===== src/rtl/spi_mstr_param.sv =====
// rtl/spi_mstr_param.sv - parametrised full-duplex SPI master with runtime CPOL/CPHA, length and slave select
// SCLK is a flop that only moves at divider terminal counts, so it never glitches.
module spi_mstr_param #(
    parameter int DATA_W = 16,
    parameter int DIV_W  = 5,
    parameter int NUM_SS = 1,
    localparam int LEN_W = (DATA_W > 1) ? $clog2(DATA_W) : 1,
    localparam int SS_W  = (NUM_SS > 1) ? $clog2(NUM_SS) : 1
) (
    input  logic              clk,
    input  logic              rst,
    input  logic              wrt,
    input  logic [DATA_W-1:0] cmd,
    input  logic [LEN_W-1:0]  len,
    input  logic [SS_W-1:0]   ss_sel,
    input  logic              cpol,
    input  logic              cpha,
    input  logic              MISO,
    output logic              SCLK,
    output logic              MOSI,
    output logic [NUM_SS-1:0] SS_n,
    output logic              busy,
    output logic              done,
    output logic [DATA_W-1:0] rd_data
);

    typedef enum logic [1:0] {IDLE, FRNT_PRCH, MAIN, BCK_PRCH} state_t;

    localparam logic [DIV_W-1:0] HALF_LAST = DIV_W'((1 << (DIV_W - 1)) - 1);
    localparam logic [DIV_W-1:0] PER_LAST  = '1;
    localparam logic [LEN_W-1:0] LEN_TOP   = LEN_W'(DATA_W - 1);

    state_t              r_state;
    state_t              w_nxt;
    logic [DIV_W-1:0]    r_div;
    logic [LEN_W-1:0]    r_bit;
    logic [LEN_W-1:0]    r_len;
    logic [DATA_W-1:0]   r_shft;
    logic [NUM_SS-1:0]   r_ss_n;
    logic [NUM_SS-1:0]   w_ss_dec;
    logic                r_miso;
    logic                r_sclk;
    logic                r_cpol;
    logic                r_cpha;
    logic                r_done;
    logic                w_accept;
    logic                w_lead1;
    logic                w_lead_n;
    logic                w_trail;
    logic                w_end;
    logic                w_sample;
    logic                w_shift;

    always_ff @(posedge clk) begin
        if (rst) r_state <= IDLE;
        else     r_state <= w_nxt;
    end

    always_comb begin
        w_nxt = r_state;
        case (r_state)
            IDLE:      if (wrt) w_nxt = FRNT_PRCH;
            FRNT_PRCH: if (r_div == HALF_LAST) w_nxt = MAIN;
            MAIN:      if (r_div == PER_LAST && r_bit == r_len) w_nxt = BCK_PRCH;
            BCK_PRCH:  if (r_div == HALF_LAST) w_nxt = IDLE;
            default:   w_nxt = IDLE;
        endcase
    end

    // Leading edge 1 comes from the front porch; later leading edges from MAIN period wraps.
    always_comb begin
        busy     = 1'b1;
        w_accept = 1'b0;
        w_lead1  = 1'b0;
        w_lead_n = 1'b0;
        w_trail  = 1'b0;
        w_end    = 1'b0;
        case (r_state)
            IDLE: begin
                busy     = 1'b0;
                w_accept = wrt;
            end
            FRNT_PRCH: w_lead1 = (r_div == HALF_LAST);
            MAIN: begin
                w_trail  = (r_div == HALF_LAST);
                w_lead_n = (r_div == PER_LAST) && (r_bit != r_len);
            end
            BCK_PRCH:  w_end = (r_div == HALF_LAST);
            default:   busy = 1'b0;
        endcase
        w_sample = r_cpha ? w_trail : (w_lead1 | w_lead_n);
        w_shift  = r_cpha ? (w_lead_n | w_end) : w_trail;
    end

    always_comb begin
        w_ss_dec = '0;
        for (int i = 0; i < NUM_SS; i++) begin
            if (ss_sel == SS_W'(i)) w_ss_dec[i] = 1'b1;
        end
    end

    always_ff @(posedge clk) begin
        if (rst) begin
            r_div  <= '0;
            r_bit  <= '0;
            r_len  <= '0;
            r_shft <= '0;
            r_ss_n <= '1;
            r_miso <= 1'b0;
            r_sclk <= 1'b1;
            r_cpol <= 1'b1;
            r_cpha <= 1'b1;
            r_done <= 1'b0;
        end else if (w_accept) begin
            r_div  <= '0;
            r_bit  <= '0;
            r_len  <= len;
            r_shft <= cmd << (LEN_TOP - len);
            r_ss_n <= ~w_ss_dec;
            r_sclk <= cpol;
            r_cpol <= cpol;
            r_cpha <= cpha;
            r_done <= 1'b0;
        end else begin
            if (r_state == IDLE || w_nxt != r_state) r_div <= '0;
            else                                     r_div <= r_div + 1'b1;
            if (r_state == MAIN && r_div == PER_LAST) r_bit <= r_bit + 1'b1;
            if (w_lead1 || w_lead_n) r_sclk <= ~r_cpol;
            else if (w_trail)        r_sclk <= r_cpol;
            if (w_sample) r_miso <= MISO;
            if (w_shift)  r_shft <= {r_shft[DATA_W-2:0], r_miso};
            if (w_end) begin
                r_ss_n <= '1;
                r_done <= 1'b1;
            end
        end
    end

    assign SCLK    = r_sclk;
    assign MOSI    = r_shft[DATA_W-1];
    assign SS_n    = r_ss_n;
    assign done    = r_done;
    assign rd_data = r_shft;

endmodule


===== config.mk =====
export PLATFORM = sky130hd
export DESIGN_NAME = spi_mstr_param
export DESIGN_NICKNAME = d
export VERILOG_FILES = /design/src/rtl/spi_mstr_param.sv
export SDC_FILE = /design/constraint.sdc
export NUM_CORES = 1
export LEC_CHECK = 0
export ABC_AREA = 0
export BUFFER_PORTS_ARGS = -buffer_cell sky130_fd_sc_hd__buf_2
export CAP_MARGIN = 40
export CORE_ASPECT_RATIO = 1.4
export CORE_UTILIZATION = 26
export DETAILED_ROUTE_END_ITERATION = 8
export PLACE_DENSITY_LB_ADDON = 0.1
export REMOVE_ABC_BUFFERS = 1
export SLEW_MARGIN = 20
export SYNTH_ARGS = -nofsm -noshare
export SYNTH_HDL_FRONTEND = slang
export SYNTH_SLANG_ARGS = --single-unit

===== constraint.sdc =====
create_clock -name clk -period 5.04 [get_ports clk]
set_input_delay 1.008 -clock clk [delete_from_list [all_inputs] [get_ports clk]]
set_output_delay 1.008 -clock clk [all_outputs]
set_load 0.01 [all_outputs]

==> impl_metrics.json <==
{
  "outcome": "finished, final reports clean",
  "worstSkewPairLatency_ns": 0.28,
  "start_util_pct": 26.8,
  "core_area_um2": 9900,
  "pwr_density_cell_nw_per_um2": 268,
  "critPathMostFrequentCell": "ha_1",
  "grt_pass1_vias": 2415,
  "setup_tns_ns": 0,
  "crit_path_end_kind": "flop",
  "diodes": 0,
  "rows": 43,
  "vias_per_cell": 5.29,
  "holdPathEnd": "r_div[0]",
  "synth.top_cell.area_share_pct": 27.9,
  "syn_to_final_growth_pct": 14.3,
  "clkSinkCount": 37,
  "ys_seq_area_share_pct": 27.9,
  "cts.path.max_buffers": 2,
  "power_w": 0.000813,
  "num_vias": 2411,
  "ant_nets": 0,
  "hp-class": "reg -> reg",
  "io_buffers": 47,
  "hold_violations": 0,
  "clk_pin_slew_ns": 0.05,
  "r2r_slack_ns": 2.37,
  "required_ns": 5.23,
  "path_cells": "ha_1 > and3_1 > ha_1 > nor4bb_2 > or3_1 > nor2_1 > o41ai_2",
  "detail_route.wl_per_cell_um": 17.8,
  "drt-total-wl_um": 8130,
  "cp.arrival_ns": 2.86,
  "static-leakage-power_nw": 1.17,
  "ys_ff_latch": 37,
  "drt_first_pass_iters": 5,
  "rsz0062_at_grt": "false",
  "crit_path_max_fanout": 15,
  "synthTopCellsByArea": "dfxtp_1, mux2i_1, mux4_2, nor3_1, nand2_1",
  "r2r_start": "r_div[0]",
  "final.min_clock_period_ns": 2.67,
  "antenna_found_initial": 0,
  "htree_levels": 2,
  "slowest_delay_ns": 0.60,
  "syn_area_um2": 2650,
  "synth-warning-count": 0,
  "fin_nets": 352,
  "grt-ovfl-total": 0,
  "worstMarginPinSlew_ns": 0.674,
  "syn_area_per_cell_um2": 9.05,
  "yosysUniqueCellTypes": 56,
  "hpwl_um": 5870,
  "cts_made_buffers": 5,
  "slew_viol_final": 0,
  "crit_path_start": "r_div[0]",
  "max-cap-violations": 0,
  "die_w_um": 87.3,
  "slew_headroom_pct": 55.1,
  "post-route-drc-count": 0,
  "synthMostInstantiatedCell": "dfxtp_1",
  "hp-start": "r_div[0]",
  "io-pin-count": 48,
  "drive_above_1_share_pct": 25.2,
  "cts-resized-gates": 0,
  "rr_worst_depth": 7,
  "fmax_mhz": 375,
  "vdd_drop_max_uv": 107,
  "cts_root_buffer": "clkbuf_16",
  "ys.flop_type": "dfxtp_1",
  "critPathSlowestCell": "or3_1",
  "grtUsageTotal_pct": 16.7,
  "gp_congestion": 0.799,
  "rr_endpoint": "rd_data[14]",
  "cts_tree": "built",
  "synth_common_cells": "dfxtp_1, nand2_1, mux2i_1, nor3_1, nor2_1",
  "dp_slack_ns": 2.24,
  "yosys.area.top_type": "dfxtp_1",
  "fin_ws_ns": 2.37,
  "crit_type": "reg -> reg",
  "grt_max_degree": 30,
  "cts_setup_buffers": 0,
  "start_kind": "flop",
  "die_area_um2": 10600,
  "cts_hold_buf": 0,
  "synth_edf_count": 0,
  "post-route-period-util_pct": 53.0,
  "grt_pass1_wl_um": 13100,
  "post-route-util_pct": 30.6,
  "syn_inst": 293,
  "setup_viol": 0,
  "first_iter_violations": 61,
  "clock_skew_ns": 0.00361,
  "async_reset_ff_share_pct": 0,
  "die_height_um": 121,
  "worstHoldPathCells": 1
}
-- per-layer routing --
metal / wire, µm / share of wire (%) / vias up / GRT usage (%)
met3: 241 / 3.0 / 13 / 2.79
met5: 0 / 0 / - / 0
li1: - / - / 1165 / -
met2: 4340 / 53 / 60 / 29.9
met1: 3330 / 41 / 1173 / 18.9
met4: 229 / 2.8 / 0 / 7.68
-- layout make-up --
| type | count | area [µm²] |
|---|---|---|
| multi-input cells | 222 | 1700 |
| flip-flops and latches | 37 | 741 |
| inverters | 6 | 22.5 |
| well taps | 135 | 169 |
| fillers | 1109 | 6870 |
| clock buffers | 7 | 143 |
| repair buffers | 49 | 250 |
-- worst max path at each step --
stage | end | slack [ns] | cells past startpoint
floorplan | rd_data[14] | 2.60 | 4
global placement | rd_data[14] | 2.22 | 6
detailed placement | rd_data[14] | 2.24 | 6
CTS | rd_data[14] | 2.35 | 7
global route | rd_data[15] | 2.18 | 7
finish | rd_data[14] | 2.37 | 7
-- per-stage QoR --
| step | cells | hold slack, ns | cell area [µm²] |
|---|---|---|---|
| floorplan | 265 | 0.418 | 2470 |
| global placement | 449 | 0.441 | 2890 |
| detailed placement | 449 | 0.440 | 2890 |
| CTS | 456 | 0.453 | 3030 |
| global route | 456 | 0.483 | 3030 |
| finish | 456 | 0.446 | 3030 |
-- critical path: cells and delay by family, from the launching register on --
family	cells	cell delay, ns
simple gates	4	1.32
flops	1	0.35
compound gates	1	0.34
fa+ha+maj	2	0.57
-- power by group --
part           leakage [nW]  total, W  internal (W)  switching [W]
clock                0.0700  0.000315      0.000194       0.000121
combinational         0.801  0.000170     0.0000712      0.0000992
sequential            0.303  0.000327      0.000309      0.0000182
-- cell families (layout without fill, tap and decap cells) --
family                     Yosys count  after routing  share of synthesized area [%]
DFF                                 37             37                           27.9
buffers and inverters               34             62                           7.79
and+or+nand+nor                    105            105                           22.1
adders and majority gates            4              4                           1.89
AOI/OAI and AO/OA                   68             68                           20.1
muxes                               31             31                           15.6
xor gates and xnor gates            14             14                           4.62
-- registers in the layout, indices dropped and copies added (netlist names) --
signal,flops
r_div,5
rd_data,16
r_len,4
r_state,2
r_bit,4
SS_n,1
done,1
r_miso,1
SCLK,1
r_cpha,1
r_cpol,1
-- layout by cell type (no fill, tap or decap), drive strengths merged, types with 3 or more instances in the layout --
| cell type | n |
|---|---|
| a211oi | 4 |
| a21oi | 12 |
| a22oi | 9 |
| a311oi | 9 |
| a31oi | 3 |
| a32oi | 5 |
| buf | 49 |
| clkbuf | 7 |
| dfxtp | 37 |
| ha | 4 |
| inv | 6 |
| mux2 | 3 |
| mux2i | 20 |
| mux4 | 8 |
| nand2 | 25 |
| nand2b | 8 |
| nand3 | 10 |
| nand3b | 4 |
| nand4 | 5 |
| nor2 | 14 |
| nor3 | 21 |
| o21ai | 6 |
| o22ai | 3 |
| o41ai | 3 |
| xnor2 | 6 |
| xor2 | 8 |
Power figures use the tool's default switching activity.
